**src/rtl/vec_pkg.sv**
```systemverilog
// Shared constants, types and address helpers for the vector register file.
package vec_pkg;

  localparam int unsigned NUM_VREG = 8;
  localparam int unsigned ADDR_W   = 5;
  localparam int unsigned DATA_W   = 128;

  typedef logic [ADDR_W-1:0] vreg_addr_t;
  typedef logic [DATA_W-1:0] vec_data_t;

  // True when the address names a physical register.
  function automatic logic vreg_in_range(input vreg_addr_t a);
    return 32'(a) < NUM_VREG;
  endfunction

  // One-hot decode of a register address; out-of-range decodes to all zeros.
  function automatic logic [NUM_VREG-1:0] vreg_onehot(input vreg_addr_t a);
    logic [NUM_VREG-1:0] v;
    v = '0;
    for (int i = 0; i < int'(NUM_VREG); i++) begin
      if (a == ADDR_W'(i)) v[i] = 1'b1;
    end
    return v;
  endfunction

  // Scoreboard lookup; out-of-range addresses read as not busy.
  function automatic logic vreg_bit(input logic [NUM_VREG-1:0] v, input vreg_addr_t a);
    return |(v & vreg_onehot(a));
  endfunction

endpackage

```
**src/rtl/rr_arbiter.sv**
```systemverilog
// Combinational round-robin arbiter: search starts at ptr, first requester wins.
module rr_arbiter #(
  parameter int unsigned N = 2
) (
  input  logic [N-1:0]                              req,
  input  logic [((N > 1) ? $clog2(N) : 1)-1:0]      ptr,
  output logic [N-1:0]                              grant,
  output logic [((N > 1) ? $clog2(N) : 1)-1:0]      grant_idx
);

  localparam int unsigned PTR_W = (N > 1) ? $clog2(N) : 1;

  // Rotating priority search starting at the pointer.
  always_comb begin
    logic found;
    int   j;
    grant     = '0;
    grant_idx = '0;
    found     = 1'b0;
    j         = 0;
    for (int k = 0; k < int'(N); k++) begin
      j = int'(ptr) + k;
      if (j >= int'(N)) j = j - int'(N);
      if (!found && req[j]) begin
        grant[j]  = 1'b1;
        grant_idx = PTR_W'(j);
        found     = 1'b1;
      end
    end
  end

endmodule

```
**src/rtl/vec_wb_scheduler.sv**
```systemverilog
// Write-port scheduler and RAW/WAW hazard scoreboard for the vector register file.
module vec_wb_scheduler
  import vec_pkg::*;
#(
  parameter int unsigned NUM_REQ = 2
) (
  input  logic                       clk,
  input  logic                       rst,
  input  logic [NUM_REQ-1:0]         req_valid,
  output logic [NUM_REQ-1:0]         req_ready,
  input  logic [NUM_REQ*ADDR_W-1:0]  req_rd,
  input  logic [NUM_REQ*DATA_W-1:0]  req_data,
  output logic                       rf_we,
  output logic [ADDR_W-1:0]          rf_rd,
  output logic [DATA_W-1:0]          rf_wdata,
  input  logic                       iss_valid,
  input  logic                       iss_wr,
  input  logic [ADDR_W-1:0]          iss_rd,
  input  logic [ADDR_W-1:0]          iss_rs1,
  input  logic [ADDR_W-1:0]          iss_rs2,
  output logic                       iss_stall,
  output logic [NUM_VREG-1:0]        busy,
  output logic                       err_addr
);

  localparam int unsigned PTR_W = (NUM_REQ > 1) ? $clog2(NUM_REQ) : 1;

  logic [PTR_W-1:0]    r_ptr;
  logic [NUM_REQ-1:0]  w_arb_gnt;
  logic [NUM_REQ-1:0]  w_gnt;
  logic [PTR_W-1:0]    w_gnt_idx;
  logic                w_any;
  vreg_addr_t          w_sel_rd;
  vec_data_t           w_sel_data;
  logic                w_sel_ok;
  logic                r_rf_we;
  vreg_addr_t          r_rf_rd;
  vec_data_t           r_rf_wdata;
  logic [NUM_VREG-1:0] r_busy;
  logic [NUM_VREG-1:0] w_busy_nxt;
  logic                r_err;
  logic                w_stall;
  logic                w_fire;
  logic                w_iss_err;

  rr_arbiter #(.N(NUM_REQ)) u_arb (
    .req       (req_valid),
    .ptr       (r_ptr),
    .grant     (w_arb_gnt),
    .grant_idx (w_gnt_idx)
  );

  // No grants are handed out while reset is held.
  assign w_gnt     = rst ? '0 : w_arb_gnt;
  assign req_ready = w_gnt;
  assign w_any     = |w_gnt;

  // One-hot mux of the granted requester's address and data.
  always_comb begin
    w_sel_rd   = '0;
    w_sel_data = '0;
    for (int i = 0; i < int'(NUM_REQ); i++) begin
      if (w_gnt[i]) begin
        w_sel_rd   = w_sel_rd   | req_rd[i*ADDR_W +: ADDR_W];
        w_sel_data = w_sel_data | req_data[i*DATA_W +: DATA_W];
      end
    end
  end

  assign w_sel_ok = vreg_in_range(w_sel_rd);

  // Round-robin pointer advances past the winner on every grant.
  always_ff @(posedge clk or posedge rst) begin
    if (rst) begin
      r_ptr <= '0;
    end else if (w_any) begin
      r_ptr <= (w_gnt_idx == PTR_W'(NUM_REQ - 1)) ? '0 : w_gnt_idx + PTR_W'(1);
    end
  end

  // Registered write strobe; address/data hold when nothing is written.
  always_ff @(posedge clk or posedge rst) begin
    if (rst) begin
      r_rf_we    <= 1'b0;
      r_rf_rd    <= '0;
      r_rf_wdata <= '0;
    end else begin
      r_rf_we <= w_any & w_sel_ok;
      if (w_any && w_sel_ok) begin
        r_rf_rd    <= w_sel_rd;
        r_rf_wdata <= w_sel_data;
      end
    end
  end

  // Hazard check against pending writes; out-of-range sources never stall.
  assign w_stall = iss_valid & (vreg_bit(r_busy, iss_rs1) | vreg_bit(r_busy, iss_rs2) |
                                (iss_wr & vreg_bit(r_busy, iss_rd)));
  assign w_fire  = iss_valid & ~w_stall & iss_wr;

  assign w_iss_err = iss_valid & (~vreg_in_range(iss_rs1) | ~vreg_in_range(iss_rs2) |
                                  (iss_wr & ~vreg_in_range(iss_rd)));

  // Clear on completed write, then set on issue so a same-register set wins.
  assign w_busy_nxt = (r_busy & ~(r_rf_we ? vreg_onehot(r_rf_rd) : '0)) |
                      (w_fire ? vreg_onehot(iss_rd) : '0);

  // Scoreboard state register.
  always_ff @(posedge clk or posedge rst) begin
    if (rst) r_busy <= '0;
    else     r_busy <= w_busy_nxt;
  end

  // Sticky flag for any out-of-range write or issue address.
  always_ff @(posedge clk or posedge rst) begin
    if (rst) r_err <= 1'b0;
    else if ((w_any && !w_sel_ok) || w_iss_err) r_err <= 1'b1;
  end

  assign rf_we     = r_rf_we;
  assign rf_rd     = r_rf_rd;
  assign rf_wdata  = r_rf_wdata;
  assign iss_stall = w_stall;
  assign busy      = r_busy;
  assign err_addr  = r_err;

endmodule

```
**config.mk**
```make
export PLATFORM = sky130hd
export DESIGN_NAME = vec_wb_scheduler
export DESIGN_NICKNAME = d
export VERILOG_FILES = /design/src/rtl/vec_pkg.sv /design/src/rtl/rr_arbiter.sv /design/src/rtl/vec_wb_scheduler.sv
export SDC_FILE = /design/constraint.sdc
export NUM_CORES = 1
export LEC_CHECK = 0
export ABC_AREA = 1
export BUFFER_PORTS_ARGS = -buffer_cell sky130_fd_sc_hd__buf_2
export CORE_AREA = 2 2 167 169
export CTS_BUF_LIST = sky130_fd_sc_hd__clkbuf_8
export CTS_CLUSTER_SIZE = 16
export DETAILED_ROUTE_END_ITERATION = 12
export DIE_AREA = 0 0 169 171
export PLACE_DENSITY = 0.61
export SYNTH_ARGS = -nofsm -noshare
export SYNTH_HDL_FRONTEND = slang
export SYNTH_SLANG_ARGS = --single-unit
```
**constraint.sdc**
```tcl
create_clock -name clk -period 3.62 [get_ports clk]
set_input_delay 0.181 -clock clk [delete_from_list [all_inputs] [get_ports clk]]
set_output_delay 0.181 -clock clk [all_outputs]
set_load 0.005 [all_outputs]
```
# --- Word-level counts from Yosys, hierarchy flattened ---
# Index checks and enable logic that the tools add are counted.
op_classes:
  reduce_logical: 16
  n_lt_le_gt_ge: 10
  add_sub_neg: 4
  n_bitwise: 24
  mux: 57
  n_eq_ne: 28
op_table:
  columns: ["operator", "count"]
  rows:
  - ["128-bit 2-to-1 mux", 2]
  - ["128-bit bitwise OR", 1]
  - ["5-bit by 3-bit == test with 1-bit output, second input constant", 16]
  - ["32-bit by 1-bit greater-or-equal comparator with 1-bit output, second input constant", 2]
  - ["32-bit by 3-bit less-than comparator with 1-bit output, second input constant", 2]
  - ["32-bit 2-to-1 mux", 2]
  - ["1-bit 2-to-1 mux", 44]
  - ["5-bit by 2-bit == test with 1-bit output, second input constant", 8]
  - ["8-bit bitwise AND", 4]
  - ["32-bit by 3-bit greater-or-equal comparator with 1-bit output, second input constant", 1]
  - ["32-bit by 3-bit subtractor with 32-bit output, second input constant", 1]
  - ["8-bit OR reduction", 3]
  - ["5-bit by 1-bit == test with 1-bit output, second input constant", 4]
  - ["5-bit zero test", 4]
  - ["5-bit by 4-bit less-than comparator with 1-bit output, second input constant", 4]
  - ["8-bit 2-to-1 mux", 2]
  - ["5-bit 2-to-1 mux", 2]
  - ["8-bit NOT", 1]
  - ["8-bit bitwise OR", 1]
  - ["1-bit bitwise AND", 7]
  - ["2-bit 2-to-1 mux", 3]
  - ["1-bit logical AND", 5]
  - ["5-bit bitwise OR", 1]
  - ["1-bit NOT", 4]
  - ["10 further kinds", 15]
totals:
  wordCells: 145
  register_bits: 144
  output_inout_bits: 146
  in_bits: 287

# --- Logic depth before layout (Yosys ltp) ---
# Gate-level depths: netlist (run 1).
depth:
  depth_word: 17
  mapped_depth: 11
  depth_no_buf: 10

# --- Cells and area by module ---
# From an unflattened synthesis (run 1), not the netlist that was laid out.
hier_totals:
  cells_unflattened: 866
  area_unflattened_um2: 7131.8
by_module_without_submodules:
  columns: ["module", "seq_area_each_um2", "area_per_inst_um2", "cells_each", "instances"]
  rows:
  - ["vec_wb_scheduler", 3603.5, 7103.1, 861, 1]
  - ["rr_arbiter", 0.0, 28.8, 5, 1]

# --- Least setup slack after synthesis (run 1) ---
# Ideal clock, no wire load.
synth_path:
  path_kind: "input-to-reg"
  start: "input port rst"
  end: "register r_rf_rd[3] (netlist: rf_rd[3])"
  cell_stages: 11
  t_required_ns: 3.559
  n_path_buf: 2
  path_slack_ns: 0.290
  setup_time_ns: 0.061
  t_arrival_ns: 3.269
  path_cell_list: "inv_2 -> nand3_1 -> inv_2 -> o21ai_1 -> nand2_1 -> a21oi_4 -> inv_2 -> buf_2 -> buf_2 -> nand2_1 -> inv_2"
synth_between:
  elab_chain_len: 6
  word_cells_on_any_way: 7
  cone_classes: "order compare (1); mux (3); bitwise (1); reduce/logical (2)"
synth_lines:
  columns: ["element", "line_no", "rtl"]
  rows:
  - ["start: declaration", "vec_wb_scheduler.sv:8", "input logic rst,"]
  - ["2-bit 2-to-1 mux (*)", "vec_wb_scheduler.sv:54", "assign w_gnt = rst ? '0 : w_arb_gnt;"]
  - ["5-bit 2-to-1 mux", "vec_wb_scheduler.sv:63", "if (w_gnt[i]) begin"]
  - ["5-bit bitwise OR", "vec_wb_scheduler.sv:64", "w_sel_rd = w_sel_rd | req_rd[i*ADDR_W +: ADDR_W];"]
  - ["5-bit 2-to-1 mux", "vec_wb_scheduler.sv:63", null]
  - ["5-bit by 4-bit less-than comparator with 1-bit output", "vec_pkg.sv:13", "return 32'(a) < NUM_VREG;"]
  - ["1-bit logical AND", "vec_wb_scheduler.sv:89", "if (w_any && w_sel_ok) begin"]
  - ["end signal: assignment", "vec_wb_scheduler.sv:90", "r_rf_rd <= w_sel_rd;"]
  - ["end: declaration", "vec_wb_scheduler.sv:37", "vreg_addr_t r_rf_rd;"]
# Every way passes the cells marked *; elsewhere a longest branch is shown, timed or not.
# A chain may end at the register's enable or synchronous reset.

# --- Final worst setup path (run 1) ---
layout_path:
  start: "input port rst"
  end: "output port req_ready[1]"
layout_between:
  elab_chain_len: 1
layout_lines:
  columns: ["element", "line_no", "rtl"]
  rows:
  - ["2-bit 2-to-1 mux", "vec_wb_scheduler.sv:54", null]
  - ["end: declaration", "vec_wb_scheduler.sv:10", "output logic [NUM_REQ-1:0] req_ready,"]
# No other way between the ends.

==> metrics.txt, run 1 <==
Tcrit/Tclk final 0.874; gr usage total 0.158; CP arrival 2980 ps; vias per inst 4.49; DR iter-0 viols 277; min cycle time layout 3170 ps; Setup CP Type in2out; Worst Hold Class in2reg; CTS clk-pin slew, worst paths 100 ps; HP Start req_data[181]; Initial Utilization 0.258; final hold violations 0; max-cap check violation count 0; Layout area overhead 40.6%; Total Neg Setup Slack 0 ps; dpl cell area 0.00952 mm^2; gr ovfl total 0; Num CTS Buffers 17; Sw Share 0.339; CTS tree built; Layout Skew 14.4 ps; relative slew slack 0.467; Mapped Cells 859; nets@finish 1552; mean routed wirelength per cell 14.9 um; Slew @ Worst Pin 797 ps; PortBufs 432; gp weighted congestion 0.833; htree depth 4; Required @ worst endpoint 3440 ps; DIE HEIGHT 171 um; io pins 433; Die ar. 0.0289 mm^2; antenna violations before repair 2; combinational cell fraction of total power 0.262; Die W 169 um; Worst Setup Start Kind primary input; Pleak 0.00588 uW; Mapped Nets 1146; Power Density 454 mW/mm^2; first-pass GRT wire length 35.7 mm; Rows 61; cells resized by post-CTS repair 0; core area 0.0273 mm^2; CP Launch Point rst; share of total power in sequential cells 0.465; final instance area 0.00992 mm^2; Yosys warnings 0; Total Routed Length 24.2 mm; Switching Power 1530 uW; Via Count 7298; DRC violations left 0; Slew Viols, Final 0; CTS Sinks 144; Fmax 0.316 GHz; Worst-Skew Late Latency 440 ps; Clock Tree Root clkbuf_8; Pre-antenna DRT Iters 4; post-synthesis register bit count 144; Post-Syn Area 0.00705 mm^2; clock share of power 0.273; Fillers 2899; VDD IR max 0.176 mV; largest net degree at the start of global routing 131; Clock Tree Buf Depth 2; Post-DRT Antenna Nets 0; vias in the first global route 6751; RSZ-0062 raised after global routing false; post-synth cell types 18; Setup Viol. Count Final 0; Critical Path End Type output pin; share of cells above drive strength 1 0.375; run status finished, final reports clean; post-synthesis sequential area ratio 0.511; post-detail-place hpwl 17.6 mm; synthesized area per cell 8.21 um^2; critical path peak fanout 72; P_int 2980 uW
## layout make-up
type	instances	area (um^2)	share of cell area
Multi-Input combinational cell	636	3130	0.316
Clock inverter	15	135	0.0136
Tap cell	346	433	0.0437
Antenna cell	2	5.00	0.000505
Sequential cell	144	3600	0.363
Clock buffer	17	234	0.0236
Timing Repair Buffer	443	2270	0.229
Inverter	23	96.3	0.00972
## power groups by stage
| stage | logic (uW) | registers (uW) | clock network, uW |
|---|---|---|---|
| 2_1_floorplan | 536 | 2120 | 0 |
| 3_3_place_gp | 1190 | 2120 | 0 |
| 3_5_place_dp | 1200 | 2120 | 0 |
| 4_1_cts | 1200 | 2090 | 1280 |
| 5_1_grt | 1330 | 2130 | 1370 |
| 6_report | 1180 | 2090 | 1230 |
## cell usage after synthesis, drive strengths merged
master	instances	area share
o21ai	13	0.0092
a21boi	1	0.0011
nand2	453	0.24
clkinv	1	0.00053
a22o	131	0.16
a2111o	1	0.0016
buf	22	0.015
nand3	11	0.0078
nand4	10	0.0089
nor2	14	0.0075
a21oi	2	0.0035
clkbuf	34	0.018
dfrtp	144	0.51
inv	22	0.012
## flip-flops by register name, summed over array words and instances (netlist names), named ones only
| signal | count |
|---|---|
| err_addr | 1 |
| rf_we | 1 |
| rf_wdata | 128 |
| busy | 8 |
| rf_rd | 5 |
## cell usage in the layout, fill, tap and decap left out, drive strengths merged
cell type      n
nand2        453
buf          441
dfrtp        144
a22o         131
inv           29
clkbuf        17
nor2          14
o21ai         13
nand3         11
nand4         10
clkinvlp       5
clkinv         3
diode          2
a21oi          2
dlygate4sd3    2
a21boi         1
a2111o         1
bufinv         1
## final timing paths
path | cells after the start | to | slack, ps
min in group asynchronous | 3 | rf_wdata[45]$_DFFE_PP0P_ | 290
min reg2reg | 2 | rf_wdata[113]$_DFFE_PP0P_ | 470
min | 4 | rf_wdata[53]$_DFFE_PP0P_ | 50
max in group asynchronous | 4 | rf_wdata[107]$_DFFE_PP0P_ | 2210
max | 8 | req_ready[1] | 450
max reg2reg | 9 | rf_wdata[26]$_DFFE_PP0P_ | 1050
## logic make-up (layout without fill, tap and decap cells)
logic type | count (synthesis) | after routing | share of synthesized area
compound gates | 148 | 148 | 0.178
simple gates | 488 | 488 | 0.265
other cells | 0 | 2 | 0
buf+inv | 79 | 498 | 0.0456
flops | 144 | 144 | 0.511
## routing by layer
metal,vias to the layer above,global-route usage,part of all wire
met4,0,0.0498,0.018
met2,270,0.278,0.50
li1,3655,-,-
met5,-,0,0
met3,23,0.0319,0.055
met1,3350,0.195,0.43
## worst max-delay path, cell delays in order
cell,delay (ps)
dlygate4sd3_1,540
buf_2,150
inv_6,270
nand2_1,170
a21oi_4,170
buf_4,510
buf_4,680
buf_2,230
## per-stage QoR
stage	power [uW]	cells	hold slack, ps	worst slack, ps	utilization
2_1_floorplan	2650	859	313	290	-
3_3_place_gp	3300	1590	205	922	0.348
3_5_place_dp	3320	1590	206	850	0.348
4_1_cts	4580	1624	11.4	405	0.363
5_1_grt	4830	1626	12.2	197	0.363
6_report	4510	1626	50.6	454	0.363
## what timing repair did
action,4_1_cts,5_1_grt
hold buffers,2,0
buffers inserted,0,0
endpoints found under the hold margin,37,0
setup endpoints to repair,0,0
(Power assumes the default switching activity.)
==> run 2: changes to the inputs <==
Settings changed: ABC_AREA 1 to not set, PLACE_DENSITY 0.61 to 0.59.
==> run 2 against run 1 <==
  * Non-clock buffer count increased by 5
  * Combinational power rose by 31%
  * Clock skew increased by 1.3 ps
  * Register-to-register slack got worse by 70 ps
  * Cell count down 12%
  * Synthesized area fell by 7.4%
  * Die area did not move
  * First-iteration DRC count is 21% higher
  * Sequential cell count unchanged
  * Sequential share of layout area grew 1.5 points
  * Synthesized cell count down 22%
  * Via count shrank 8.4%
  * Critical endpoint is now err_addr$_DFFE_PP0P_
==> metrics.txt, run 2 <==
CTS clk-pin slew, worst paths 100 ps (about the same); Rows 61 (unchanged); vias in the first global route 6312 (was 6751); synthesized area per cell 9.72 um^2 (was 8.21 um^2); Total Neg Setup Slack 0 ps (unchanged); post-synthesis sequential area ratio 0.552 (was 0.511); htree depth 4 (unchanged); relative slew slack 0.431 (was 0.467); Util after Layout 0.348 (was 0.363); Hold Buf Count CTS 9 (was 2); Slew @ Worst Pin 853 ps (was 797 ps); Worst-Skew Late Latency 430 ps (was 440 ps); Total Routed Length 22.6 mm (was 24.2 mm); share of cells above drive strength 1 0.444 (was 0.375); Die W 169 um (unchanged); Die ar. 0.0289 mm^2 (unchanged); Pre-antenna DRT Iters 5 (was 4); RSZ-0062 raised after global routing false (unchanged); Via Count 6687 (was 7298); gr ovfl total 0 (unchanged); vias per inst 4.65 (was 4.49); Slew Viols, Final 0 (unchanged); critical path peak fanout 55 (was 72); R2R cell count 6 (was 9); Worst Slack Setup Final 868 ps (was 454 ps); Synth area leader dfrtp_1 (unchanged); Setup Viol. Count Final 0 (unchanged); VDD IR max 0.208 mV (was 0.176 mV); Clock Tree Buf Depth 2 (unchanged); Initial Utilization 0.239 (was 0.258); top-count cell post-synth dfrtp_1 (was nand2_1); Mapped Cells 672 (was 859); number of flops mapped to enable cells by yosys 0 (unchanged); Layout Skew 15.7 ps (was 14.4 ps); min cycle time layout 2750 ps (was 3170 ps); asr flop ratio synth 1.00 (unchanged); PortBufs 432 (unchanged); Worst Setup Start Kind primary input (unchanged); top-area cell type share of the netlist area 0.552 (was 0.511); Yosys warnings 0 (unchanged); antenna fix cells 0 (was 2); final instance area 0.00952 mm^2 (was 0.00992 mm^2); setup slack at placement 1530 ps (was 850 ps); gp weighted congestion 0.812 (was 0.833); final hold violations 0 (unchanged); post-detail-place hpwl 16.6 mm (was 17.6 mm); DRC violations left 0 (unchanged); nets@finish 1367 (was 1552); depth of the worst hold-timing path 3 (was 4); Synth Flop Type dfrtp_1 (unchanged); gr usage total 0.150 (was 0.158); setup repair bufs after CTS 0 (unchanged); max FFs per register 128 (unchanged); Mapped Nets 959 (was 1146); Fmax 0.363 GHz (was 0.316 GHz); mean routed wirelength per cell 15.7 um (was 14.9 um); Fillers 2846 (was 2899); io pins 433 (unchanged); Area contributors post-synth dfrtp_1 (55%), a22oi_1 (15%), a21oi_1 (10%), nor2_1 (7.9%), buf_2 (2.5%) (was dfrtp_1 (51%), nand2_1 (24%), a22o_1 (16%), clkbuf_1 (1.8%), buf_2 (1.4%)); post-synth cell types 36 (was 18); Num CTS Buffers 17 (unchanged); largest net degree at the start of global routing 93 (was 131); Setup CP Type in2reg (was in2out); Worst Hold Class in2reg (unchanged); commonest cells after routing, fill and taps aside buf_2 (432), dfrtp_1 (144), nor2_1 (138) (was nand2_1 (453), buf_2 (432), dfrtp_1 (144)); Required @ worst endpoint 4000 ps (was 3440 ps); run status finished, final reports clean (unchanged); CTS Sinks 144 (unchanged); first-pass GRT wire length 33.6 mm (was 35.7 mm); Post-DRT Antenna Nets 0 (unchanged); CTS tree built (unchanged); DIE HEIGHT 171 um (unchanged); dpl cell area 0.00900 mm^2 (was 0.00952 mm^2); Layout area overhead 45.7% (was 40.6%); antenna violations before repair 0 (was 2); Critical Path End Type flop (was output pin); cells resized by post-CTS repair 0 (unchanged); Clock Tree Root clkbuf_8 (unchanged); Post-Syn Area 0.00653 mm^2 (was 0.00705 mm^2); Pleak 0.00446 uW (was 0.00588 uW); Power Density 553 mW/mm^2 (was 454 mW/mm^2); post-synthesis register bit count 144 (unchanged); Tcrit/Tclk final 0.760 (was 0.874); max-cap check violation count 0 (unchanged); most common cell after layout, fill and taps aside buf_2 (was nand2_1); most frequent cells after synthesis dfrtp_1 (144), nor2_1 (138), a21oi_1 (134) (was nand2_1 (453), dfrtp_1 (144), a22o_1 (131)); CP arrival 3130 ps (was 2980 ps); core area 0.0273 mm^2 (unchanged); DR iter-0 viols 335 (was 277)
## run 2: cell types whose count changed in the layout (fill, tap and decap cells not counted), sizes merged, moves of 5 or more
cell,delta
a22o,-131
dlygate4sd3,+7
nand4,-8
nor2,+124
a22oi,+131
nand3,-5
a21oi,+132
inv,-22
nand2,-447
## run 2: kinds of logic after synthesis
kind of cell | synth area share
AOI/OAI and AO/OA | 0.277
buffers and inverters | 0.0414
muxes | 0.0193
and+or+nand+nor | 0.111
DFF | 0.552
## run 2: metrics by stage
stage / hold WS, ps / total power (uW) / std cells
global placement: 154 / 3940 / 1398
floorplan: 278 / 3070 / 672
detailed placement: 156 / 3960 / 1398
finish: 44.5 / 5260 / 1439
CTS: 0.0561 / 5370 / 1439
global route: 10.5 / 5680 / 1439
## run 2: critical path, cell delays in order
cell and delay, ps:
dlygate4sd3_1 530, buf_2 160, inv_6 170, and3_4 640, o21ai_0 160, dlygate4sd3_1 590, nand4b_1 110, dlygate4sd3_1 570
## run 2: final timing paths
check	endpoint	start	slack, ps
worst max-delay path	err_addr$_DFFE_PP0P_	rst	870
worst min-delay path	rf_wdata[53]$_DFFE_PP0P_	req_data[53]	40
worst max register to register	err_addr$_DFFE_PP0P_	flop	980
worst min register to register	flop	flop	510
max in group asynchronous	rf_wdata[95]$_DFFE_PP0P_	rst	2270
min in group asynchronous	rf_wdata[51]$_DFFE_PP0P_	rst	240
## run 2: layout make-up
| cell class | count | area [um^2] | area share |
|---|---|---|---|
| flip-flops and latches | 144 | 3600 | 0.379 |
| multi-input cells | 467 | 2680 | 0.282 |
| repair buffers | 448 | 2370 | 0.249 |
| well taps | 346 | 433 | 0.0455 |
| clock buffers | 20 | 275 | 0.0289 |
| clock inverters | 12 | 145 | 0.0153 |
| inverters | 2 | 12.5 | 0.00131 |
## run 2: routing by layer
layer,global-route usage,vias up,part of all wire
met1,0.179,3128,0.41
met3,0.0370,13,0.065
met4,0.0394,0,0.011
met2,0.268,272,0.51
met5,0,-,0
li1,-,3274,-
## run 2: where the power goes
group          internal [uW]  switching (uW)  total, uW  leakage (uW)
Sequential              2070             294       2360       0.00167
Clock                    684             674       1360      0.000207
Combinational            770             774       1540       0.00258
Total                   3520            1740       5260       0.00446
==> run 3: changes to the inputs <==
Settings changed: PLACE_DENSITY 0.59 to 0.61.
Clock period 3.62 ns to 2.5 ns, I/O delays scaled along.
==> run 3 against run 2 <==
  * Worst setup slack lost 740 ps
  * Clock-buffer cell count shrank 1
  * First-iteration DRC count grew 18%
  * Core utilization grew 8.2 points
  * Critical path depth shrank 1
  * Register-to-register slack lost 860 ps
  * Critical endpoint unchanged
  * Power grew 50%
  * Die area is the same
  * Cell area grew 24%
  * Largest cell class is now non-clock buffers
  * Via count grew 17%
  * Sequential power grew 44%
==> metrics.txt, run 3 (synthesis results as in run 2) <==
Util after Layout 0.431 (was 0.348); Die W 169 um (unchanged); min cycle time layout 2380 ps; Placed Cells 1400 (was 1398); Pleak 0.00522 uW (was 0.00446 uW); Power Density 670 mW/mm^2 (was 553 mW/mm^2); Clock Tree Buf Depth 2 (unchanged); commonest cells after routing, fill and taps aside buf_2 (432), dlygate4sd3_1 (233), dfrtp_1 (144) (was buf_2 (432), dfrtp_1 (144), nor2_1 (138)); final hold violations 0 (unchanged); first-pass GRT wire length 38.3 mm (was 33.6 mm); Rows 61 (unchanged); cells resized by post-CTS repair 0 (unchanged); PortBufs 432 (unchanged); Die ar. 0.0289 mm^2 (unchanged); Setup Viol. Count Final 0 (unchanged); worst hold margin 37.2 ps (was 44.5 ps); Setup CP Type reg2reg (was in2reg); mean routed wirelength per cell 15.4 um (was 15.7 um); most common cell after layout, fill and taps aside buf_2 (unchanged); VDD IR max 0.292 mV (was 0.208 mV); Required @ worst endpoint 2810 ps (was 4000 ps); Tcrit/Tclk final 0.951; io pins 433 (unchanged); Switching Power 2620 uW (was 1740 uW); critical path peak fanout 50 (was 55); Layout area overhead 80.2% (was 45.7%); CTS clk-pin slew, worst paths 90 ps (was 100 ps); Worst-Skew Late Latency 440 ps (was 430 ps); post-detail-place hpwl 15.8 mm (was 16.6 mm); P_int 5260 uW (was 3520 uW); Worst Hold Class in2reg (unchanged); htree depth 4 (unchanged); setup repair bufs after CTS 0 (unchanged); Via Count 7794 (was 6687); nets@finish 1593 (was 1367); relative slew slack 0.462 (was 0.431); combinational cell fraction of total power 0.334 (was 0.293); Fillers 2594 (was 2846); Layout Skew 16.9 ps (was 15.7 ps); Post-DRT Antenna Nets 0 (unchanged); Pre-antenna DRT Iters 6 (was 5); vias in the first global route 7514 (was 6312); crit path cell chain nand2b_1 > and3_4 > buf_12 > o21ai_0 > dlygate4sd3_1 > nand4b_1 > dlygate4sd3_1 (was dlygate4sd3_1 > buf_2 > inv_6 > and3_4 > o21ai_0 > dlygate4sd3_1 > nand4b_1 > dlygate4sd3_1); CTS Sinks 144 (unchanged); vias per inst 4.68 (was 4.65); share of total power in sequential cells 0.432 (was 0.449); Num CTS Buffers 17 (unchanged); DRC violations left 0 (unchanged); Worst Setup Start Kind flop (was primary input); max FFs per register 128 (unchanged); Slew @ Worst Pin 806 ps (was 853 ps); run status finished, final reports clean (unchanged); largest net degree at the start of global routing 146 (was 93); max-cap check violation count 0 (unchanged); Clock Tree Root clkbuf_8 (unchanged); CP arrival 2690 ps (was 3130 ps); Slew Viols, Final 0 (unchanged); share of cells above drive strength 1 0.368 (was 0.444); DR iter-0 viols 394 (was 335); antenna violations before repair 0 (unchanged); gr ovfl total 0 (unchanged); most used cell, CP dlygate4sd3_1 (unchanged); gp weighted congestion 0.889 (was 0.812); Sw Share 0.333 (was 0.331); core area 0.0273 mm^2 (unchanged); CTS tree built (unchanged); DIE HEIGHT 171 um (unchanged); antenna fix cells 0 (unchanged); Largest stage delay, worst path 570 ps (was 640 ps); gr usage total 0.167 (was 0.150); Fmax 0.421 GHz; clock share of power 0.234 (was 0.258); slowest CP cell dlygate4sd3_1 (was and3_4); Total Routed Length 25.6 mm (was 22.6 mm); Initial Utilization 0.239 (unchanged); Critical Path End Type flop (unchanged); Total Neg Setup Slack 0 ps (unchanged); fin cells 1665 (was 1439); RSZ-0062 raised after global routing false (unchanged); Reg area 0.00360 mm^2 (unchanged); area of the multi-input gates 0.00268 mm^2 (unchanged)
run 3: final cells by class:
class                      instances  share of cell area
tap                              346              0.0368
sequential                       144               0.306
timing repair buffer             674               0.395
clock inverter                    13              0.0108
multi-input combinational        467               0.228
inverter                           2             0.00106
clock buffer                      19              0.0222
run 3: path summary, 6_finish.rpt:
check | end | from | slack, ps | cells after the start
min reg2reg | rf_wdata[53]$_DFFE_PP0P_ | rf_wdata[53]$_DFFE_PP0P_ | 530 | 2
max reg2reg | err_addr$_DFFE_PP0P_ | flop | 120 | 7
min | rf_wdata[92]$_DFFE_PP0P_ | req_data[92] | 40 | 3
min in group asynchronous | rf_wdata[64]$_DFFE_PP0P_ | rst | 510 | 4
max | err_addr$_DFFE_PP0P_ | flop | 120 | 7
max in group asynchronous | rf_wdata[99]$_DFFE_PP0P_ | rst | 1380 | 4
run 3: critical path, delay by kind of cell (launching register included):
kind	cells	cell delay [ps]
and+or+nand+nor	3	470
buffers and inverters	3	1300
AOI/OAI and AO/OA	1	90
DFF	1	400
run 3: per-stage QoR:
step / area, um^2 / total power, uW / setup slack (ps)
final: 11800 / 7890 / 123
after global routing: 11800 / 8450 / 34.3
after CTS: 11800 / 7960 / 103
after detailed placement: 9040 / 5720 / 724
after global placement: 9040 / 5660 / 730
after floorplan: 6530 / 4450 / 185
run 3: timing repair:
action	CTS	global route
hold buffers	232	1
setup endpoints to repair	0	0
hold endpoints to repair	230	1
run 3: power by group through the flow:
stage                     clock (uW)  sequential (uW)  combinational (uW)
after CTS                       1940             3410                2610
final                           1850             3410                2630
after detailed placement           0             3440                2280
after global placement             0             3410                2260
after global routing            2050             3500                2890
after floorplan                    0             3480                 970
run 3: layer usage:
layer / track usage / up-vias / routed length (um)
met5: 0 / - / 0
met4: 0.0453 / 0 / 386
met3: 0.0423 / 25 / 1730
met2: 0.307 / 367 / 13200
met1: 0.193 / 3677 / 10300
li1: - / 3725 / -
